--- src/rtl/mux_sel_arbiter.sv ---
// Two-requester arbiter driving the select of a downstream 2:1 mux.
// Round-robin on ties, with a bounded hold when both sides are requesting.
module mux_sel_arbiter #(
    parameter int unsigned MAX_HOLD = 4,
    parameter int unsigned CNT_W    = 3
) (
    input  logic clk,
    input  logic rst,
    input  logic req0,
    input  logic req1,
    output logic gnt0,
    output logic gnt1,
    output logic s,
    output logic busy
);

    typedef enum logic [1:0] {
        IDLE = 2'd0,
        G0   = 2'd1,
        G1   = 2'd2
    } state_t;

    localparam logic [CNT_W-1:0] HOLD_LAST = CNT_W'(MAX_HOLD - 1);

    state_t           state_q, state_d;
    logic [CNT_W-1:0] cnt_q, cnt_d;
    logic             last_q, last_d;
    logic             gnt0_q, gnt0_d;
    logic             gnt1_q, gnt1_d;
    logic             s_q, s_d;
    logic             busy_q, busy_d;
    logic             hold_at_max;

    // State register; last resets to 1 so requester 0 wins the first tie.
    always_ff @(posedge clk or posedge rst) begin
        if (rst) begin
            state_q <= IDLE;
            cnt_q   <= '0;
            last_q  <= 1'b1;
        end else begin
            state_q <= state_d;
            cnt_q   <= cnt_d;
            last_q  <= last_d;
        end
    end

    // Next-state and hold counter; cnt_d defaults to 0 so every entry clears it.
    always_comb begin
        state_d     = state_q;
        cnt_d       = '0;
        hold_at_max = (cnt_q == HOLD_LAST);
        case (state_q)
            IDLE: begin
                if (req0 && req1) state_d = last_q ? G0 : G1;
                else if (req0)    state_d = G0;
                else if (req1)    state_d = G1;
            end
            G0: begin
                if (!req0)            state_d = req1 ? G1 : IDLE;
                else if (hold_at_max) state_d = req1 ? G1 : G0;
                else                  cnt_d   = cnt_q + CNT_W'(1);
            end
            G1: begin
                if (!req1)            state_d = req0 ? G0 : IDLE;
                else if (hold_at_max) state_d = req0 ? G0 : G1;
                else                  cnt_d   = cnt_q + CNT_W'(1);
            end
            default: state_d = IDLE;
        endcase
        last_d = last_q;
        if (state_d == G0) last_d = 1'b0;
        if (state_d == G1) last_d = 1'b1;
    end

    // Output decode from the next state so outputs land on the same edge as the state.
    always_comb begin
        gnt0_d = (state_d == G0);
        gnt1_d = (state_d == G1);
        busy_d = (state_d != IDLE);
        s_d    = s_q;
        if (state_d == G0) s_d = 1'b0;
        if (state_d == G1) s_d = 1'b1;
    end

    always_ff @(posedge clk or posedge rst) begin
        if (rst) begin
            gnt0_q <= 1'b0;
            gnt1_q <= 1'b0;
            s_q    <= 1'b0;
            busy_q <= 1'b0;
        end else begin
            gnt0_q <= gnt0_d;
            gnt1_q <= gnt1_d;
            s_q    <= s_d;
            busy_q <= busy_d;
        end
    end

    assign gnt0 = gnt0_q;
    assign gnt1 = gnt1_q;
    assign s    = s_q;
    assign busy = busy_q;

endmodule

--- config.mk ---
export PLATFORM = sky130hd
export DESIGN_NAME = mux_sel_arbiter
export DESIGN_NICKNAME = d
export VERILOG_FILES = /design/src/rtl/mux_sel_arbiter.sv
export SDC_FILE = /design/constraint.sdc
export NUM_CORES = 1
export LEC_CHECK = 0
export ABC_AREA = 1
export ABC_CLOCK_PERIOD_IN_PS = 3900
export BUFFER_PORTS_ARGS = -buffer_cell sky130_fd_sc_hd__buf_4
export CORE_MARGIN = 4
export CORE_UTILIZATION = 45
export DETAILED_ROUTE_END_ITERATION = 12
export MAX_ROUTING_LAYER = met4
export PLACE_DENSITY = 0.61
export SKIP_LAST_GASP = 1
export SLEW_MARGIN = 20
export SYNTH_ARGS = -nofsm -noshare
export SYNTH_HDL_FRONTEND = slang
export SYNTH_SLANG_ARGS = --single-unit
--- constraint.sdc ---
create_clock -name clk -period 3.9 [get_ports clk]
set_clock_uncertainty 0.2 [all_clocks]
set_input_delay 0.39 -clock clk [delete_from_list [all_inputs] [get_ports clk]]
set_output_delay 0.39 -clock clk [all_outputs]
set_load 0.1 [all_outputs]
# Yosys cells after proc, flatten, opt, wreduce, memory -nomap -nowiden
# Cells that the tools add are included.
[totals]
ff_bits = 10
latch_bits = 0
mem_bits_rw = 0
rom_bits = 0
inputBits = 4
elab_cells = 36
mem_count = 0
[op_classes]
addsub = 1
mul = 0
n_div = 0
order_cmp = 0
eq_ne = 5
n_shift = 0
n_mux = 19
bitwise = 0
reduce_logical = 4
[op_table]
columns = ["operator", "n"]
rows = [
  ["two-way mux 2 bit", 11],
  ["two-way mux 3 bit", 3],
  ["one-hot mux 2 bit (3 select lines)", 1],
  ["one-hot mux 3 bit (2 select lines)", 1],
  ["equality test 2 x 1 -> 1 bit, second input constant", 2],
  ["equality test 2 bit, second input constant", 2],
  ["nonzero test 2 bit", 2],
  ["adder 3 x 1 -> 3 bit, second input constant", 1],
  ["equality test 3 x 2 -> 1 bit, second input constant", 1],
  ["two-way mux 1 bit", 3],
  ["logical NOT 2 bit", 1],
  ["logical AND 1 bit", 1],
]

# Depth between registers and ports, before layout
# Gate-level depths: netlist of run 1.
[depth]
depth_word = 7
ltp_mapped = 11
ltp_nobuf = 11

# Worst setup path after synthesis of run 1
# OpenSTA, ideal clock, no wires.
[synth_timing]
path_kind = "register to register"
from = "register cnt_q[0]"
to = "register s_q, in the netlist s"
t_arrival_ns = 1.455
required_time_ns = 3.574
path_slack_ns = 2.119
stages_incl_launch_ff = 10
period_less_slack_ns = 1.781
path_cell_list = "dfrtp_1 -> ha_1 -> nand2_2 -> nand2_2 -> nand3b_1 -> nand2_1 -> o21ai_1 -> ha_1 -> nand2_1 -> o21ai_0"
[synth_via]
elab_chain_cells = 6
[synth_lines]
columns = ["item", "line_no", "rtl"]
rows = [
  ["start, declared", "26", "logic [CNT_W-1:0] cnt_q, cnt_d;"],
  ["start signal, assigned", "42", "cnt_q <= cnt_d;"],
  ["equality test 3 x 2 -> 1 bit *", "51", "hold_at_max = (cnt_q == HOLD_LAST);"],
  ["two-way mux 2 bit, on equally long branches", "65, 60", ""],
  ["two-way mux 2 bit, on equally long branches", "64, 59", ""],
  ["one-hot mux 2 bit (3 select lines) *", "52", "case (state_q)"],
  ["equality test 2 bit / equality test 2 x 1 -> 1 bit (equally long branches)", "82, 81", ""],
  ["two-way mux 1 bit / nonzero test 2 bit (equally long branches)", "-", ""],
  ["end signal, assigned", "89", "s_q <= 1'b0;"],
  ["end signal, assigned", "94", "s_q <= s_d;"],
  ["end, declared", "30", "logic s_q, s_d;"],
]
# Mark *: on every way between the ends. The rest lies on a longest branch, timed or not.
# A chain may end at the register's enable or synchronous reset.

# Worst setup path in the final report of run 1
# Ends and elaborated chain as after synthesis.

==> results.toml, run 1 <==
[setup_path]
ff2ff_path_depth = 9
r2r_setup_slack_ps = 1930
crit_path_end_kind = "flop"
cp_max_fo = 4
start_kind = "flop"
rr_endpoint = "s"
r2r_start = "cnt_q[0]"
worstSetupPathType = "flop to flop"
cp.required_ps = 3840
cp_data_arrival_time_ps = 1910

[cts]
clk-insertion-delay-late_ps = 260
numCtsBuffers = 3
cts.sinks = 10
h-tree-depth = 1
clock_path_buffers = 2
root_buffer = "clkbuf_4"
cts_tree = "built"
path_clk_slew_ps = 60
post_cts_resized = 0

[yosys]
ys_ff_latch = 10
syn_avg_cell_area_um2 = 8.27
syn-num-nets = 87
synth_edf_count = 0
async_flop_share = 1.00
synth.area.top_cells = "dfrtp_1 36%, ha_1 16%, nand2_1 9.1%"
syn_inst = 75
yosysSeqAreaShare = 0.405
synth_top_cell_by_area = "dfrtp_1"
ys_types = 18
yosysTopAreaCellShare = 0.363
synth_ff_type = "dfrtp_1"
netlist_area_um2 = 621
synth_commonest_cells = "15 x nand2_1, 14 x inv_1, 9 x dfrtp_1"
yosys_warnings = 0
yosysMostFrequentCell = "nand2_1"

[die]
design.core.area_um2 = 1300
io_pins = 8
rows = 13
dieHeight_um = 45.1
start_util = 0.477
die_w_um = 45.1
dieArea_um2 = 2040

[drt]
drc = 0
via_per_inst = 4.64
drtIter0Drc = 9
vias = 473
first_pass_iters = 4
ant_nets = 0
wl_um = 1080
wl_per_cell_um = 10.6

[status]
run_status = "finished, final reports clean"

[timing]
period_needed_ps = 1970
slew_headroom = 0.752
maxSlewViolCount = 0
achievable-frequency_mhz = 508
rsz0062_at_grt = "no"
tightest_slew_ps = 371
fin_ws_ps = 1930
tns_ps = 0
setup_viol = 0
final.period_utilization = 0.505
hold_viol = 0

[pwr]
intPower_uw = 281
max-vdd-ir-drop_mv = 0.502
p_clk_frac = 0.124
power_frac_seq = 0.278
combPwrFrac = 0.598
cellPowerDensity_nw_per_um2 = 802
power_switching_share = 0.518
switchingPower_uw = 302
leakagePower_uw = 0.000395

[min_path]
min_delay_path_depth = 2
min_path_type = "flop to flop"
holdPathEnd = "last_q"
hold_path_startpoint = "last_q"

[cells_and_area]
area_growth_pct = 17.3
n_antenna_cell = 0
fin_cells = 102
final_layout_size_suffix_gt1_frac = 0.241
finalNetCount = 100

[global_routing]
grt_pass1_wl_um = 1950
grt_max_degree = 11
grt_pass1_vias = 481
antenna_found_initial = 0
grtUsageTotal = 0.141
grt_overflow = 0

[run]
drv_cap = 0

[placement]
place_inst = 97
gp_congestion = 0.782
port_buffers = 7
post-place-ws_ps = 1940
dp_hpwl_um = 869
==> worst max-delay path by stage <==
stage	from	end	cells after the start
after floorplan	cnt_q[0]	s	9
after global placement	cnt_q[0]	s	9
after detailed placement	cnt_q[0]	s	9
after CTS	cnt_q[0]	s	9
after global routing	cnt_q[0]	last_q	8
final	cnt_q[0]	s	9
==> layout make-up <==
cell class | instances | area (µm²)
Timing Repair Buffer | 8 | 62.6
Multi-Input combinational cell | 50 | 313
Sequential cell | 10 | 251
Clock buffer | 4 | 26.3
Tap cell | 15 | 18.8
Fill cell | 128 | 573
Inverter | 15 | 56.3
==> stage by stage <==
step                hold slack (ps)  instance area, µm²  total power (µW)  utilization
finish                          277                 728               584        0.560
global route                    295                 728               637        0.560
CTS                             282                 728               593        0.560
detailed placement              195                 692               516        0.532
global placement                185                 692               515        0.532
floorplan                      29.5                 621               443            -
==> power groups by stage <==
stage / clock (µW) / sequential (µW) / combinational, µW
after CTS: 75.9 / 163 / 354
after floorplan: 0 / 278 / 165
final: 72.1 / 163 / 349
after global routing: 81.6 / 168 / 388
after global placement: 0 / 163 / 351
after detailed placement: 0 / 165 / 351
==> what timing repair did <==
| action | in CTS | in global routing |
|---|---|---|
| hold buffers | 1 | 0 |
| setup endpoints to repair | 0 | 0 |
| endpoints found under the hold margin | 9 | 0 |
| setup buffers | 0 | 0 |
==> critical path: stages, from the launching register on <==
cell and delay (ps):
dfrtp_1 390, ha_1 270, nand2_2 120, nand2_2 60, nand3b_1 90, nand2_1 80
o21ai_1 210, ha_1 280, nand2_1 80, o21ai_0 70
==> routing by layer <==
layer,share of wire,track usage,routed length [µm],up-vias
met5,0,-,0,-
met4,0,0.0351,0,0
met3,0.038,0.0598,41,0
met2,0.52,0.234,560,5
met1,0.44,0.155,480,212
li1,-,-,-,256
==> registers in the layout (all words and copies together), names as in the netlist <==
register / count
busy: 1
gnt1: 1
s: 1
last_q: 1
gnt0: 1
state_q: 2
cnt_q: 3
==> layout by cell type (no fill, tap or decap) <==
cell / Yosys / routed
a21oi_2: 1 / 1
buf_4: 0 / 7
clkbuf_1: 0 / 1
clkbuf_4: 0 / 3
clkinv_1: 1 / 1
dfrtp_1: 9 / 9
dfstp_2: 1 / 1
dlygate4sd3_1: 0 / 1
ha_1: 8 / 8
inv_1: 14 / 14
nand2_1: 15 / 15
nand2_2: 4 / 4
nand3_1: 3 / 3
nand3_2: 1 / 1
nand3b_1: 1 / 1
nor2_1: 7 / 7
nor2_2: 2 / 2
nor2_4: 1 / 1
nor4_1: 1 / 1
o21ai_0: 4 / 4
o21ai_1: 1 / 1
o21ai_2: 1 / 1
==> logic make-up (layout without fill, tap and decap cells) <==
| family | Yosys count | in the layout | share of synthesized area |
|---|---|---|---|
| and+or+nand+nor | 35 | 35 | 0.274 |
| buffers and inverters | 15 | 27 | 0.0907 |
| AOI/OAI and AO/OA | 7 | 7 | 0.0685 |
| adders and majority gates | 8 | 8 | 0.161 |
| DFF | 10 | 10 | 0.405 |
(Power assumes the default switching activity.)
==> run 2, diff against run 1 <==
Settings changed: ABC_AREA 1 to 0, ABC_CLOCK_PERIOD_IN_PS 3900 to 1700, CORE_AREA set to 4 4 41 43, CORE_MARGIN 4 to not set, CORE_UTILIZATION 45 to not set, DIE_AREA set to 0 0 45 47.
Clock period 3.9 ns to 1.7 ns, I/O delays scaled along.
==> run 2 against run 1 <==
  * The run now ends with setup timing left
  * Final cell count decreased by 13%
  * Synthesized area shrank 7.3%
  * Die area increased by 3.8%
==> results.toml, run 2 <==
[setup_path]
cp.buffers_inverters = 0
path_common_cell = "ha_4"
path_delay_family = "adder cells"
cp_data_arrival_time_ps = 1930
cp_slowest_cell = "dfrtp_1"
critPathMaxStageDelay_ps = 410
crit_chain = "ha_4 -> nand2b_4 -> mux2i_1 -> nand3_1 -> a31o_1 -> ha_4 -> nand2_2 -> o21ai_1"
worstSetupPathType = "flop to flop"
cp.required_ps = 1680
cp_max_fo = 8
start_kind = "flop"
crit_path_end_kind = "flop"

[global_routing]
grtUsageTotal = 0.141
grt_pass1_wl_um = 2050
antenna_found_initial = 0
grt_pass1_vias = 433
grt_max_degree = 11
grt_overflow = 0

[yosys]
synth_edf_count = 0
yosys_warnings = 0
ys_types = 21
synth_top_cell_by_area = "dfrtp_1"
synth.area.top_cells = "dfrtp_1 39%, ha_1 17%, dfstp_2 4.6%"
async_flop_share = 1.00
syn_inst = 55
yosysSeqAreaShare = 0.437
synth_commonest_cells = "9 x dfrtp_1, 8 x ha_1, 7 x inv_1"
netlist_area_um2 = 576
syn-num-nets = 67
syn_avg_cell_area_um2 = 10.5
ys_ff_latch = 10
synth_ff_type = "dfrtp_1"
yosysTopAreaCellShare = 0.391
yosysMostFrequentCell = "dfrtp_1"

[pwr]
switchingPower_uw = 709
cellPowerDensity_nw_per_um2 = 1910
p_clk_frac = 0.112
power_frac_seq = 0.242
max-vdd-ir-drop_mv = 1.47
power_switching_share = 0.473
leakagePower_uw = 0.000383
intPower_uw = 789
combPwrFrac = 0.646

[cells_and_area]
top_regs = "cnt_q: 3 flops, state_q: 2 flops"
register_area_um2 = 251
final_common_cell = "buf_4"
design_area_um2 = 786
area_growth_pct = 36.5
regMostFlops = "cnt_q"
fin_util = 0.604
final_layout_size_suffix_gt1_frac = 0.378
largest_reg_flops = 3
multiInputGateArea_um2 = 340
mostFrequentLayoutCells = "15 x buf_4, 9 x dfrtp_1, 7 x inv_1"
finalNetCount = 87
nFillCells = 119
n_antenna_cell = 0

[die]
dieArea_um2 = 2120
design.core.area_um2 = 1300
io_pins = 8
die_w_um = 45
rows = 13
start_util = 0.442
dieHeight_um = 47

[cts]
path_clk_slew_ps = 70
numCtsBuffers = 3
h-tree-depth = 1
clock_path_buffers = 2
clk-insertion-delay-late_ps = 260
cts.sinks = 10
root_buffer = "clkbuf_4"
cts_tree = "built"

[run]
drv_cap = 0

[min_path]
min_path_type = "input port to flop"

[drt]
drc = 0
wl_per_cell_um = 13.3
drtIter0Drc = 6
ant_nets = 0
first_pass_iters = 4
wl_um = 1180
via_per_inst = 5.00
vias = 445

[timing]
fin_ws_ps = -252
setup_viol = 5
rsz0062_at_grt = "yes"
period_needed_ps = 1950
slew_headroom = 0.743
tightest_slew_ps = 385
hold_viol = 0
tns_ps = -846
achievable-frequency_mhz = 512
maxSlewViolCount = 0
final.period_utilization = 1.15

[status]
run_status = "finished, violations left"
violations = "setup timing"

[placement]
gp_congestion = 0.798
dp_hpwl_um = 912
postPlaceCellArea_um2 = 701
port_buffers = 7
run 2: final timing paths:
| check | start | endpoint | slack [ps] | cells past startpoint |
|---|---|---|---|---|
| min in group asynchronous | rst | busy | 240 | 3 |
| max in group asynchronous | rst | last_q | 730 | 3 |
| max | cnt_q[0] | s | -250 | 8 |
| max reg2reg | cnt_q[0] | s | -250 | 8 |
| min | req0 | cnt_q[1] | 160 | 3 |
| min reg2reg | last_q | last_q | 270 | 2 |
run 2: cells by family after synthesis:
logic type / after synthesis / share of synthesized area
compound gates: 14 / 0.165
fa+ha+maj: 8 / 0.174
buf+inv: 8 / 0.0652
flops: 10 / 0.437
mux: 1 / 0.0174
simple gates: 14 / 0.141
run 2: power by group through the flow:
| stage | clock network [µW] | logic [µW] | registers (µW) |
|---|---|---|---|
| final | 168 | 968 | 362 |
| after global routing | 183 | 1050 | 372 |
| after CTS | 179 | 950 | 363 |
| after detailed placement | 0 | 900 | 364 |
| after global placement | 0 | 895 | 364 |
| after floorplan | 0 | 363 | 637 |
run 2: repair_timing:
item	in CTS	in global routing
hold endpoints to repair	9	0
endpoints found under the setup margin	5	5
hold buffers	1	0
buffers inserted	2	1
pin swaps	4	1
resized for setup	5	0
run 2: per-layer routing:
metal  global-route usage  routed length, µm  part of all wire  vias up
met5                    -                  0                 0        -
met4               0.0351                  0                 0        0
met3               0.0460                 45             0.038        0
met2                0.220                626              0.53        9
met1                0.177                512              0.43      204
li1                     -                  -                 -      232
run 2: stage by stage:
step | setup WS [ps] | hold slack (ps) | std cells | total power, µW
2_1_floorplan | -169 | -191 | 55 | 1000
3_3_place_gp | -223 | -33.6 | 82 | 1260
3_5_place_dp | -246 | -16.7 | 82 | 1260
4_1_cts | -269 | 151 | 88 | 1490
5_1_grt | -364 | 172 | 89 | 1610
6_report | -252 | 165 | 89 | 1500
run 2: tightest hold or removal path, stage by stage:
cell and delay [ps]:
buf_4 120, a22o_1 150, and3_1 160
run 2: area by class of cell:
cell class	instances	share of cell area
multi-input cells	37	0.433
well taps	15	0.0239
flip-flops and latches	10	0.320
clock buffers	4	0.0334
inverters	7	0.0334
repair buffers	16	0.156
==> run 3, diff against run 2 <==
Settings changed: CAP_MARGIN set to 20, RECOVER_POWER set to 25.
==> run 3 against run 2 <==
  * The run still ends with setup timing left
  * Worst hold slack is the same
  * Critical path depth did not move
  * Flip-flop and latch count unchanged
  * Die area did not move
  * Routed wire length fell by 0.17%
  * Worst setup slack is the same
  * First-iteration DRC count did not move
  * Largest power group unchanged
==> results.toml, run 3 (synthesis gave the netlist of run 2 again) <==
[drt]
drc = 0
via_per_inst = 5.00
first_pass_iters = 4
drtIter0Drc = 6
wl_per_cell_um = 13.3
vias = 445
wl_um = 1180
ant_nets = 0

[timing]
tightest_slew_ps = 385
fin_ws_ps = -252
achievable-frequency_mhz = 512
final.period_utilization = 1.15
slew_headroom = 0.743
maxSlewViolCount = 0
tns_ps = -846
period_needed_ps = 1950
setup_viol = 5
whs_ps = 165
hold_viol = 0
rsz0062_at_grt = "yes"

[cells_and_area]
area_growth_pct = 36.5
n_antenna_cell = 0
final_layout_size_suffix_gt1_frac = 0.378
largest_reg_flops = 3
top_regs = "cnt_q: 3 flops, state_q: 2 flops"
finalNetCount = 87
final_common_cell = "buf_4"
nFillCells = 119
regMostFlops = "cnt_q"
mostFrequentLayoutCells = "14 x buf_4, 9 x dfrtp_1, 7 x inv_1"

[status]
violations = "setup timing"
run_status = "finished, violations left"

[cts]
clock_path_buffers = 2
clk-insertion-delay-late_ps = 260
numCtsBuffers = 3
cts_tree = "built"
path_clk_slew_ps = 70
root_buffer = "clkbuf_4"
cts.sinks = 10
h-tree-depth = 1

[setup_path]
start_kind = "flop"
r2r_start = "cnt_q[0]"
cp-startpoint = "cnt_q[0]"
crit_path_end_kind = "flop"
cp_data_arrival_time_ps = 1930
ff2ff_path_depth = 8
worstSetupPathType = "flop to flop"
cp_max_fo = 8
cp.required_ps = 1680

[min_path]
min_delay_path_depth = 3
hold_path_startpoint = "req0"
min_path_type = "input port to flop"

[global_routing]
antenna_found_initial = 0
grt_pass1_vias = 433
grt_max_degree = 11
grt_pass1_wl_um = 2050
grtUsageTotal = 0.141
grt_overflow = 0

[placement]
post-place-ws_ps = -246
dp_hpwl_um = 912
gp_congestion = 0.798
port_buffers = 7

[pwr]
cellPowerDensity_nw_per_um2 = 1910
leakagePower_uw = 0.000382
max-vdd-ir-drop_mv = 1.47

[die]
rows = 13
dieHeight_um = 47
io_pins = 8
design.core.area_um2 = 1300
start_util = 0.442
die_w_um = 45
dieArea_um2 = 2120

[run]
drv_cap = 0
[run 3: cell count changes in the layout (fill, tap and decap cells not counted), sizes merged]
| cell | previous run | this run |
|---|---|---|
| clkbuf | 4 | 5 |
| buf | 15 | 14 |
[run 3: report_power, final]
group          switching (µW)  internal (µW)
clock                    77.4           90.4
sequential               36.6            326
combinational             595            373
total                     709            789
[run 3: routing by layer]
| metal | global-route usage | up-vias | share of wire |
|---|---|---|---|
| met5 | - | - | 0 |
| met4 | 0.0351 | 0 | 0 |
| met3 | 0.0460 | 0 | 0.038 |
| met2 | 0.220 | 9 | 0.53 |
| met1 | 0.177 | 204 | 0.43 |
| li1 | - | 232 | - |
[run 3: worst max-delay path: stages (launching register included)]
cell      delay [ps]
dfrtp_1          410
ha_4             180
nand2b_4         100
mux2i_1          180
nand3_1          110
a31o_1           280
ha_4             290
nand2_2           50
o21ai_1           70
[run 3: through the flow]
| step | power (µW) | cell area (µm²) | util | instances |
|---|---|---|---|---|
| 6_report | 1500 | 786 | 0.604 | 89 |
| 5_1_grt | 1610 | 786 | 0.604 | 89 |
| 4_1_cts | 1490 | 778 | 0.598 | 88 |
| 3_5_place_dp | 1260 | 701 | 0.538 | 82 |
| 3_3_place_gp | 1260 | 701 | 0.538 | 82 |
| 2_1_floorplan | 1000 | 596 | - | 55 |
[run 3: layout make-up]
cell class	instances	area, µm²	area share
Tap cell	15	18.8	0.0239
Timing Repair Buffer	16	123	0.156
Inverter	7	26.3	0.0334
Clock buffer	4	26.3	0.0334
Multi-Input combinational cell	37	340	0.433
Sequential cell	10	251	0.320
[run 3: timing repair]
action                                  in CTS  in global routing
hold buffers                                 1                  0
gates resized for setup                      5                  0
pin swaps                                    4                  1
hold endpoints to repair                     9                  0
setup buffers                                2                  1
endpoints found under the setup margin       5                  5
[run 3: final timing paths]
| check | endpoint | slack [ps] |
|---|---|---|
| max | s | -250 |
| min | cnt_q[1] | 160 |
| max reg2reg | s | -250 |
| min reg2reg | last_q | 270 |
| max in group asynchronous | last_q | 730 |
| min in group asynchronous | busy | 240 |
